==> src/rtl/pdm_tone_meter.sv <==
// Integrate-and-dump PDM decimator followed by a hysteresis zero-crossing
// tracker that reports tone period, peak amplitude and an in-range flag.
module pdm_tone_meter #(
  parameter int unsigned DEC_LOG2 = 8,
  parameter logic [15:0] HYST     = 16'd2048,
  parameter logic [15:0] MAX_PER  = 16'd4000
) (
  input  logic        clk,
  input  logic        rst,
  input  logic        PDM,
  input  logic [15:0] per_lo,
  input  logic [15:0] per_hi,
  input  logic [15:0] amp_min,
  output logic [15:0] sample,
  output logic        sample_vld,
  output logic [15:0] period,
  output logic [15:0] peak_amp,
  output logic        meas_vld,
  output logic        in_range,
  output logic        no_tone
);

  localparam int unsigned N  = 1 << DEC_LOG2;
  localparam int unsigned OW = DEC_LOG2 + 1;
  localparam int unsigned SH = 15 - DEC_LOG2;
  localparam int unsigned SW = 18;
  localparam logic signed [SW-1:0] N_S   = SW'(N);
  localparam logic signed [SW-1:0] S_MAX = 18'sd32767;

  localparam logic [1:0] SYNC  = 2'd0;
  localparam logic [1:0] WAIT1 = 2'd1;
  localparam logic [1:0] MEAS  = 2'd2;

  // Decimator: the bit on the last window cycle is folded in combinationally
  logic [DEC_LOG2-1:0]  win_cnt;
  logic [OW-1:0]        ones;
  logic [OW-1:0]        ones_tot_c;
  logic signed [SW-1:0] diff_c;
  logic signed [SW-1:0] scaled_c;
  logic                 last_c;

  assign last_c     = &win_cnt;
  assign ones_tot_c = ones + OW'(PDM);
  assign diff_c     = $signed(SW'({ones_tot_c, 1'b0})) - N_S;
  assign scaled_c   = diff_c <<< SH;

  always_ff @(posedge clk) begin
    if (rst) begin
      win_cnt    <= '0;
      ones       <= '0;
      sample     <= '0;
      sample_vld <= 1'b0;
    end else begin
      win_cnt    <= win_cnt + DEC_LOG2'(1);
      sample_vld <= last_c;
      if (last_c) begin
        ones   <= '0;
        sample <= (scaled_c > S_MAX) ? 16'h7fff : 16'(scaled_c);
      end else begin
        ones <= ones_tot_c;
      end
    end
  end

  // Crossing tracker; pol = 1 means POS
  logic [1:0]         state, state_nxt;
  logic               pol, pol_nxt;
  logic [15:0]        cnt, cnt_nxt;
  logic [15:0]        pk, pk_nxt;
  logic [15:0]        cnt_inc_c, abs_c, pk_max_c;
  logic signed [16:0] s_ext_c, hyst_ext_c;
  logic               pos_c, neg_c, meas_c, tmo_c;

  assign s_ext_c    = $signed({sample[15], sample});
  assign hyst_ext_c = $signed({1'b0, HYST});
  assign pos_c      = s_ext_c > hyst_ext_c;
  assign neg_c      = s_ext_c < -hyst_ext_c;
  assign abs_c      = (sample == 16'h8000) ? 16'h7fff :
                      (sample[15] ? (~sample + 16'd1) : sample);
  assign cnt_inc_c  = cnt + 16'd1;
  assign pk_max_c   = (abs_c > pk) ? abs_c : pk;

  always_comb begin
    state_nxt = state;
    pol_nxt   = pol;
    cnt_nxt   = cnt;
    pk_nxt    = pk;
    meas_c    = 1'b0;
    tmo_c     = 1'b0;
    if (sample_vld) begin
      case (state)
        SYNC: begin
          if (neg_c) begin
            state_nxt = WAIT1;
            pol_nxt   = 1'b0;
            cnt_nxt   = '0;
          end
        end
        WAIT1: begin
          if (pos_c) begin
            state_nxt = MEAS;
            pol_nxt   = 1'b1;
            cnt_nxt   = '0;
            pk_nxt    = '0;
          end else if (cnt_inc_c == MAX_PER) begin
            tmo_c     = 1'b1;
            state_nxt = SYNC;
            cnt_nxt   = '0;
          end else begin
            cnt_nxt = cnt_inc_c;
          end
        end
        MEAS: begin
          // A crossing on the timeout sample takes priority over the timeout
          if (pos_c && !pol) begin
            meas_c  = 1'b1;
            pol_nxt = 1'b1;
            cnt_nxt = '0;
            pk_nxt  = '0;
          end else if (cnt_inc_c == MAX_PER) begin
            tmo_c     = 1'b1;
            state_nxt = SYNC;
            cnt_nxt   = '0;
          end else begin
            cnt_nxt = cnt_inc_c;
            pk_nxt  = pk_max_c;
            if (pos_c) begin
              pol_nxt = 1'b1;
            end else if (neg_c) begin
              pol_nxt = 1'b0;
            end
          end
        end
        default: state_nxt = SYNC;
      endcase
    end
  end

  always_ff @(posedge clk) begin
    if (rst) begin
      state    <= SYNC;
      pol      <= 1'b0;
      cnt      <= '0;
      pk       <= '0;
      period   <= '0;
      peak_amp <= '0;
      meas_vld <= 1'b0;
      in_range <= 1'b0;
      no_tone  <= 1'b0;
    end else begin
      state    <= state_nxt;
      pol      <= pol_nxt;
      cnt      <= cnt_nxt;
      pk       <= pk_nxt;
      meas_vld <= meas_c;
      if (meas_c) begin
        period   <= cnt_inc_c;
        peak_amp <= pk_max_c;
        in_range <= (cnt_inc_c >= per_lo) && (cnt_inc_c <= per_hi) &&
                    (pk_max_c >= amp_min);
        no_tone  <= 1'b0;
      end else if (tmo_c) begin
        no_tone <= 1'b1;
      end
    end
  end

endmodule

==> config.mk <==
export PLATFORM = sky130hd
export DESIGN_NAME = pdm_tone_meter
export DESIGN_NICKNAME = d
export VERILOG_FILES = /design/src/rtl/pdm_tone_meter.sv
export SDC_FILE = /design/constraint.sdc
export NUM_CORES = 1
export LEC_CHECK = 0
export ABC_AREA = 0
export CORE_AREA = 5 5 112 114
export CTS_CLUSTER_DIAMETER = 40
export DETAILED_ROUTE_END_ITERATION = 16
export DIE_AREA = 0 0 117 119
export DONT_BUFFER_PORTS = 1
export PLACE_DENSITY = 0.68
export SLEW_MARGIN = 20
export SYNTH_ARGS = -nofsm -noshare
export SYNTH_HDL_FRONTEND = slang
export SYNTH_SLANG_ARGS = --single-unit
==> constraint.sdc <==
create_clock -name clk -period 6.3 [get_ports clk]
set_input_delay 1.26 -clock clk [delete_from_list [all_inputs] [get_ports clk]]
set_output_delay 1.26 -clock clk [all_outputs]
set_load 0.01 [all_outputs]
# Word-level counts from Yosys, hierarchy flattened
# Cells that the tools add are included.
[totals] ff_bits=104 input_bits=51 elab_cells=80
[classes] addsub=5 n_lt_le_gt_ge=7 n_eq_ne=8 n_mux=32 n_bitwise=1 n_reduce_logical=14
[op_table] operator="two-way mux 16 bit" count=11
[op_table] operator="case mux 16 bit (3 select lines)" count=1
[op_table] operator="adder 16 x 1 -> 16 bit (second input constant)" count=2
[op_table] operator="greater-or-equal comparator 16 bit" count=2
[op_table] operator="case mux 16 bit (2 select lines)" count=1
[op_table] operator="greater-than comparator 18 x 16 -> 1 bit (second input constant)" count=1
[op_table] operator="== test 16 x 12 -> 1 bit (second input constant)" count=1
[op_table] operator="== test 16 bit (second input constant)" count=1
[op_table] operator="greater-than comparator 16 x 13 -> 1 bit (second input constant)" count=1
[op_table] operator="greater-than comparator 16 bit" count=1
[op_table] operator="<= comparator 16 bit" count=1
[op_table] operator="less-than comparator 16 x 12 -> 1 bit (second input constant)" count=1
[op_table] operator="NOT 16 bit" count=1
[op_table] operator="two-way mux 1 bit" count=12
[op_table] operator="subtractor 10 x 9 -> 11 bit (second input constant)" count=1
[op_table] operator="adder 9 x 1 -> 9 bit" count=1
[op_table] operator="adder 8 x 1 -> 8 bit (second input constant)" count=1
[op_table] operator="two-way mux 2 bit" count=4
[op_table] operator="AND reduction 4 bit" count=2
[op_table] operator="AND reduction 8 bit" count=1
[op_table] operator="!= test 2 bit (second input constant)" count=3
[op_table] operator="case mux 2 bit (3 select lines)" count=1
[op_table] operator="AND reduction 3 bit" count=2
[op_table] operator="OR reduction 2 bit" count=2
[op_table] operator="10 further kinds" count=12

# Logic depth before layout (Yosys ltp)
# Gate-level depths: netlist of run 1.
[depth] ltp_word=9 mapped_depth=22

# Worst setup path after synthesis of run 1
# No wires, ideal clock.
[synth_path] path_kind="register to register" start="reg sample[7]" end="reg in_range" setup_ps=117 arrival_time_ps=5439 required_time_ps=6183 slack_ps=744 path_stages_with_launch=23 period_less_slack_ps=5556 cell_sequence="dfxtp_1 -> inv_1 -> ha_1 -> or4b_2 -> o31ai_1 -> xor2_1 -> nand2_1 -> ha_1 -> nand4_1 -> nor4_1 -> a21bo_2 -> o211ai_1 -> a21boi_1 -> buf_2 -> mux2_2 -> ha_1 -> nand2b_1 -> a21o_1 -> a211oi_1 -> o21bai_1 -> a2111oi_0 -> o221ai_1 -> a32o_1"
[synth_via] elab_chain_cells=8 elab_cells_between_ends=14 cone_classes="add/sub (1); order compare (3); eq/ne (1); mux (6); bitwise (1); reduce/logical (2)"
[synth_rtl] element="start: declaration" line_no="14" text="output logic [15:0] sample,"
[synth_rtl] element="start signal: assignment" line_no="58" text="sample <= (scaled_c > S_MAX) ? 16'h7fff : 16'(scaled_c);"
[synth_rtl] element="NOT 16 bit" line_no="79" text="(sample[15] ? (~sample + 16'd1) : sample);"
[synth_rtl] element="adder 16 x 1 -> 16 bit" line_no="79"
[synth_rtl] element="two-way mux 16 bit" line_no="79"
[synth_rtl] element="two-way mux 16 bit" line_no="78" text="assign abs_c = (sample == 16'h8000) ? 16'h7fff :"
[synth_rtl] element="greater-than comparator 16 bit" line_no="81" text="assign pk_max_c = (abs_c > pk) ? abs_c : pk;"
[synth_rtl] element="two-way mux 16 bit" line_no="81"
[synth_rtl] element="greater-or-equal comparator 16 bit" line_no="160" text="(pk_max_c >= amp_min);"
[synth_rtl] element="logical AND 1 bit" line_no="159" text="in_range <= (cnt_inc_c >= per_lo) && (cnt_inc_c <= per_hi) &&"
[synth_rtl] element="end signal: assignment" line_no="159"
[synth_rtl] element="end: declaration" line_no="19" text="output logic in_range,"
# Parallel ways exist; a longest one is shown, timed or not.
# A chain may end at the register's enable or synchronous reset.

# Final worst setup path of run 1
[layout_path] start="reg sample[8]" end="reg in_range"
# The elaborated chain is that of the path after synthesis.

==> reports/results.tsv, run 1 <==
stage	metric	value	unit
run_status	status	finished clean	
route	drt pass-1 iters	4	
floorplanning	row count	39	
placement	pre-CTS setup slack	0.700	ns
yosys	Avg Inst Size Synth	8.79	um2
route	DRC Markers	0	
clocking	# H-tree levels	3	
timing	Slew headroom	32.8	%
yosys	Commonest cells post-synth	dfxtp_1, inv_1, ha_1	
placement	IO Port Bufs	0	
yosys	Ys Warns	0	
clocking	postcts setup bufs	0	
setup_path	crit path capture type	flop	
yosys	Distinct cells, synth	67	
floorplanning	core area	11300	um2
clocking	Clock Sinks	97	
yosys	register area share after synthesis	31.6	%
final_layout	number of nets in the layout	800	
clocking	Clock Root Buffer	clkbuf_16	
hold_path	Hold Path Origin	win_cnt[0]	
yosys	area share of the largest cell type after synthesis	31.6	%
timing	setup violators final	0	
timing	Slew Limit Fails	0	
yosys	fraction of registers with async set/reset	0	%
route	vias	4894	
power_and_ir_drop	internal power	953	uW
final_layout	Antenna Cells	0	
route	drt initial violations	305	
yosys	Post-Syn Area	6140	um2
yosys	Synth area leaders	dfxtp_1, ha_1, inv_1, a22o_1, nor2_1	
power_and_ir_drop	NetSw	272	uW
clocking	cts bufs inserted	9	
timing	Tcrit/Tclk final	90.8	%
placement	gp weighted congestion	0.862	
clocking	Worst-path clk slew	0.07	ns
power_and_ir_drop	sw frac	22.2	%
route	drt total wl	14500	um
setup_path	WS Path Type	reg2reg	
clocking	clock latency on the worst-skew pair	0.35	ns
yosys	Yosys reg bits	97	
power_and_ir_drop	maximum VDD drop	0.177	mV
global_route	antenna violations before repair	0	
timing	Worst Tran Pin Value	1.01	ns
hold_path	worst hold stages	1	
global_route	grt total ovfl	0	
setup_path	worst-case reg-to-reg path depth	21	
timing	Post-Route Skew	0.00637	ns
placement	HPWL after DPL	11100	um
floorplanning	Starting Density	54.2	%
floorplanning	die footprint	13900	um2
setup_path	Worst setup SP type	flop	
timing	final number of hold-violating endpoints	0	
setup_path	CP Max Fanout	6	
global_route	global-route wire length before repair	23100	um
route	Via density	5.94	
timing	Sum Neg Setup Slack	0	ns
yosys	Post-Synthesis Cells	698	
global_route	vias in the first global route	4782	
yosys	number of synthesized flops with an enable pin	0	
global_route	largest net degree at the start of global routing	52	
timing	RSZ-0062 raised after global routing	false	
floorplanning	DIE WIDTH	117	um
setup_path	Crit Reg-Reg Endpoint	in_range	
power_and_ir_drop	Clk pwr share	46.2	%
yosys	count leader, synth	dfxtp_1	
final_layout	Filler Cell Count	1046	
yosys	top_reg_cell synth	dfxtp_1	
power_and_ir_drop	sequential power share	50.5	%
setup_path	reg2reg start	sample[8]	
route	Post-DRT Antenna Nets	0	
route	routed length per placed instance	17.6	um
hold_path	Hold Crit Class	reg2reg	
yosys	syn_nets	822	
setup_path	CP arrival	5.96	ns
power_and_ir_drop	P_leak	0.00285	uW
clocking	CTS Buffer Depth	2	
final_layout	share of post-route cells with drive strength above 1	8.22	%
power_and_ir_drop	Cell Pwr Density	189	nW/um2
global_route	Total GRT Usage	20.6	%
timing	worst setup margin	0.581	ns
timing	Max Fclk	0.175	GHz
clocking	CTS tree	done	
final_layout	Layout area overhead	5.52	%
power_and_ir_drop	Comb pwr share	3.4	%
floorplanning	die height	119	um
yosys	largest area contributor in the netlist	dfxtp_1	
floorplanning	IO Pins	103	
setup_path	internal reg-to-reg setup slack	0.58	ns
timing	min Tclk post-route	5.72	ns
setup_path	critical path required time	6.54	ns
hold_path	Hold EP	win_cnt[0]	
run	max_cap viols	0	
==> per-stage QoR <==
stage / instances / util, % / cell area [um2] / hold slack (ns) / power (uW)
6_report: 824 / 57.2 / 6480 / 0.446 / 1220
4_1_cts: 824 / 57.2 / 6470 / 0.450 / 1240
3_3_place_gp: 808 / 54.5 / 6170 / 0.427 / 671
5_1_grt: 824 / 57.2 / 6480 / 0.472 / 1270
3_5_place_dp: 808 / 54.5 / 6170 / 0.438 / 674
2_1_floorplan: 698 / - / 6140 / 0.418 / 668
==> worst max-delay path, cell delays in order, from the launching register on <==
cell and delay [ns]:
dfxtp_1 0.38, inv_1 0.12, ha_1 0.18, or4b_2 0.63
o31ai_1 0.27, xor2_1 0.17, nand2_1 0.10, ha_1 0.31
nand4_1 0.12, nor4_1 0.35, a21bo_2 0.28, o211ai_1 0.09
a21boi_1 0.44, mux2_2 0.42, ha_1 0.26, nand2b_1 0.14
a21o_1 0.17, a211oi_1 0.23, o21bai_1 0.10, a2111oi_0 0.40
o221ai_1 0.18, a32o_1 0.27
==> layout make-up <==
type	count	area (um2)	area share [%]
tap	143	179	2.76
inverter	84	315	4.87
multi-input combinational	482	3720	57.5
sequential	97	1940	30.0
timing repair buffer	2	15.0	0.232
clock inverter	5	60.1	0.927
clock buffer	11	243	3.75
==> cells by family after synthesis <==
| logic type | synth area share, % |
|---|---|
| buffers and inverters | 8.07 |
| adders and majority gates | 14.9 |
| and+or+nand+nor | 17.9 |
| DFF | 31.6 |
| muxes | 3.10 |
| xor gates and xnor gates | 5.42 |
| AOI/OAI and AO/OA | 19.0 |
==> routing by layer <==
layer	wire length, um	track usage [%]	vias to the layer above
li1	-	-	2421
met1	6630	26.7	2350
met2	6880	34.0	107
met3	780	5.07	16
met4	170	5.16	0
met5	0	0	-
==> power groups by stage <==
| stage | combinational (uW) | clock, uW | sequential, uW |
|---|---|---|---|
| after global routing | 47.6 | 603 | 618 |
| after floorplan | 35.9 | 0 | 632 |
| final | 41.6 | 565 | 618 |
| after global placement | 39.2 | 0 | 632 |
| after detailed placement | 41.8 | 0 | 632 |
| after CTS | 42.2 | 576 | 618 |
==> registers in the layout (all words and copies together), names as in the netlist <==
| signal | count |
|---|---|
| state | 2 |
| peak_amp | 16 |
| cnt | 16 |
| in_range | 1 |
| meas_vld | 1 |
| period | 16 |
| ones | 9 |
| win_cnt | 8 |
| pol | 1 |
| sample_vld | 1 |
| pk | 16 |
| no_tone | 1 |
| sample | 9 |
==> placed cells by master, fill, tap and decap left out, drive strengths merged, types with 4 or more instances in the layout <==
cell type	instances
a211oi	4
a21o	12
a21oi	28
a22o	26
a22oi	12
a311oi	7
clkbuf	11
dfxtp	97
ha	73
inv	86
mux2	8
mux2i	10
nand2	47
nand2b	5
nand3	16
nand3b	7
nand4	17
nor2	53
nor2b	6
nor3	9
nor4	11
o211ai	4
o21ai	35
o2bb2ai	9
or3	8
or4	4
xnor2	14
xor2	18
==> how the worst max path moves through the flow <==
| stage | start | endpoint | slack [ns] | cells past startpoint |
|---|---|---|---|---|
| finish | sample[8] | in_range | 0.58 | 21 |
| global route | sample[8] | in_range | 0.02 | 21 |
| CTS | sample[8] | in_range | 0.57 | 21 |
| detailed placement | sample[8] | in_range | 0.70 | 21 |
| global placement | sample[8] | in_range | 0.91 | 21 |
| floorplan | sample[7] | in_range | 0.74 | 22 |
==> repair_timing <==
action	4_1_cts	5_1_grt
hold buffers	0	0
resized for setup	0	1
setup endpoints to repair	0	1
Note: power is estimated with default switching activity, not from simulation.
==> run 2, diff against run 1 <==
--- a/config.mk
+++ b/config.mk
@@ -11,7 +11,7 @@
 export DETAILED_ROUTE_END_ITERATION = 16
 export DIE_AREA = 0 0 117 119
 export DONT_BUFFER_PORTS = 1
-export PLACE_DENSITY = 0.68
+export PLACE_DENSITY = 0.78
 export SLEW_MARGIN = 20
 export SYNTH_ARGS = -nofsm -noshare
 export SYNTH_HDL_FRONTEND = slang
==> reports/results.tsv, run 2 (synthesis gave the netlist of run 1 again) <==
stage	metric	value	unit
floorplanning	row count	39	
timing	setup violators final	0	
route	routed length per placed instance	17.0	um
setup_path	critical path required time	6.55	ns
route	drt total wl	14000	um
floorplanning	DIE WIDTH	117	um
final_layout	Antenna Cells	0	
clocking	postcts setup bufs	0	
route	vias	4908	
floorplanning	Starting Density	54.2	%
run	max_cap viols	0	
setup_path	CP arrival	5.84	ns
timing	Tcrit/Tclk final	88.7	%
floorplanning	die footprint	13900	um2
global_route	vias in the first global route	4689	
floorplanning	IO Pins	103	
clocking	CTS Buffer Depth	2	
timing	Sum Neg Setup Slack	0	ns
clocking	CTS tree	done	
floorplanning	die height	119	um
global_route	largest net degree at the start of global routing	52	
placement	gp weighted congestion	0.898	
final_layout	commonest non-fill, non-tap cell in the layout	dfxtp_1	
final_layout	FF+latch area	1940	um2
setup_path	WS Path Type	reg2reg	
clocking	cts bufs inserted	9	
clocking	Worst-path clk slew	0.07	ns
power_and_ir_drop	maximum VDD drop	0.270	mV
global_route	grt total ovfl	0	
clocking	Clock Root Buffer	clkbuf_16	
timing	Max Fclk	0.179	GHz
timing	Slew Limit Fails	0	
route	Via density	5.96	
clocking	clock latency on the worst-skew pair	0.35	ns
clocking	CTS resizes	0	
power_and_ir_drop	Cell Pwr Density	189	nW/um2
timing	Slew headroom	36.5	%
final_layout	Filler Cell Count	983	
timing	Post-Route Skew	0.00895	ns
global_route	antenna violations before repair	0	
clocking	Clock Sinks	97	
final_layout	multi-input logic area	3710	um2
setup_path	Worst path slowest cell	o21ai_1	
route	drt pass-1 iters	4	
clocking	hold_buf cts	0	
final_layout	share of post-route cells with drive strength above 1	8.22	%
clocking	# H-tree levels	3	
placement	IO Port Bufs	0	
setup_path	CP Max Fanout	16	
power_and_ir_drop	P_leak	0.00285	uW
run_status	status	finished clean	
final_layout	commonest cells after routing, fill and taps aside	dfxtp_1, inv_1, ha_1	
route	drt initial violations	361	
route	Post-DRT Antenna Nets	0	
global_route	Total GRT Usage	19.9	%
timing	final number of hold-violating endpoints	0	
timing	smallest hold slack	0.440	ns
timing	min Tclk post-route	5.59	ns
placement	HPWL after DPL	10900	um
setup_path	crit path capture type	flop	
setup_path	Worst setup SP type	flop	
final_layout	number of nets in the layout	801	
setup_path	CP max stage delay	0.54	ns
timing	RSZ-0062 raised after global routing	false	
hold_path	Hold Crit Class	reg2reg	
global_route	global-route wire length before repair	22600	um
final_layout	Layout area overhead	5.40	%
timing	Worst Tran Pin Value	0.949	ns
route	DRC Markers	0	
floorplanning	core area	11300	um2
setup_path	worst path cell trace	buf_4 > or3_1 > nor2_1 > nand2b_1 > o21ai_1 > ha_1 > nand2_1 > nor4_1 > a21bo_2 > o211ai_1 > a21boi_1 > buf_4 > mux2_2 > ha_1 > nand2b_1 > a21o_1 > a211oi_1 > o21bai_1 > a2111oi_0 > o221ai_1 > a32o_1	
[run 2: per-stage QoR]
step	std cells	util (%)	power [uW]	area, um2	setup WS (ns)
finish	824	57.2	1220	6470	0.710
global route	824	57.2	1260	6470	0.211
CTS	824	57.1	1230	6470	0.712
detailed placement	809	54.5	674	6170	0.728
global placement	809	54.5	671	6170	0.928
floorplan	698	-	668	6140	0.744
[run 2: worst paths after layout]
check | from | to | slack (ns) | depth (start not counted)
worst max-delay path | sample[7] | in_range | 0.71 | 21
worst min-delay path | win_cnt[0] | win_cnt[0] | 0.44 | 1
worst min register to register | win_cnt[0] | win_cnt[0] | 0.44 | 1
worst max register to register | sample[7] | in_range | 0.71 | 21
[run 2: layer usage]
metal	GRT usage [%]	share of wire [%]	vias up
met5	0	0	-
met4	5.73	1.4	0
met3	5.22	7.3	16
met2	32.8	48	140
met1	25.6	43	2313
li1	-	-	2439
[run 2: final cells by class]
cell class	instances	share of cell area, %
Tap cell	143	2.77
Sequential cell	97	30.0
Inverter	84	4.87
Timing Repair Buffer	3	0.348
Clock inverter	6	1.16
Clock buffer	9	3.48
Multi-Input combinational cell	482	57.4
[run 2: worst max-delay path, delay by kind of cell (launching register included)]
family	cells	cell delay, ns
muxes	1	0.41
AOI/OAI and AO/OA	10	2.38
adders and majority gates	2	0.52
buffers and inverters	2	0.50
DFF	1	0.31
and+or+nand+nor	6	1.35
[run 2: where the power goes]
part / total [uW] / internal [uW] / switching [uW]
registers: 618 / 616 / 2.19
clock network: 562 / 312 / 250
logic: 41.8 / 16.3 / 25.4
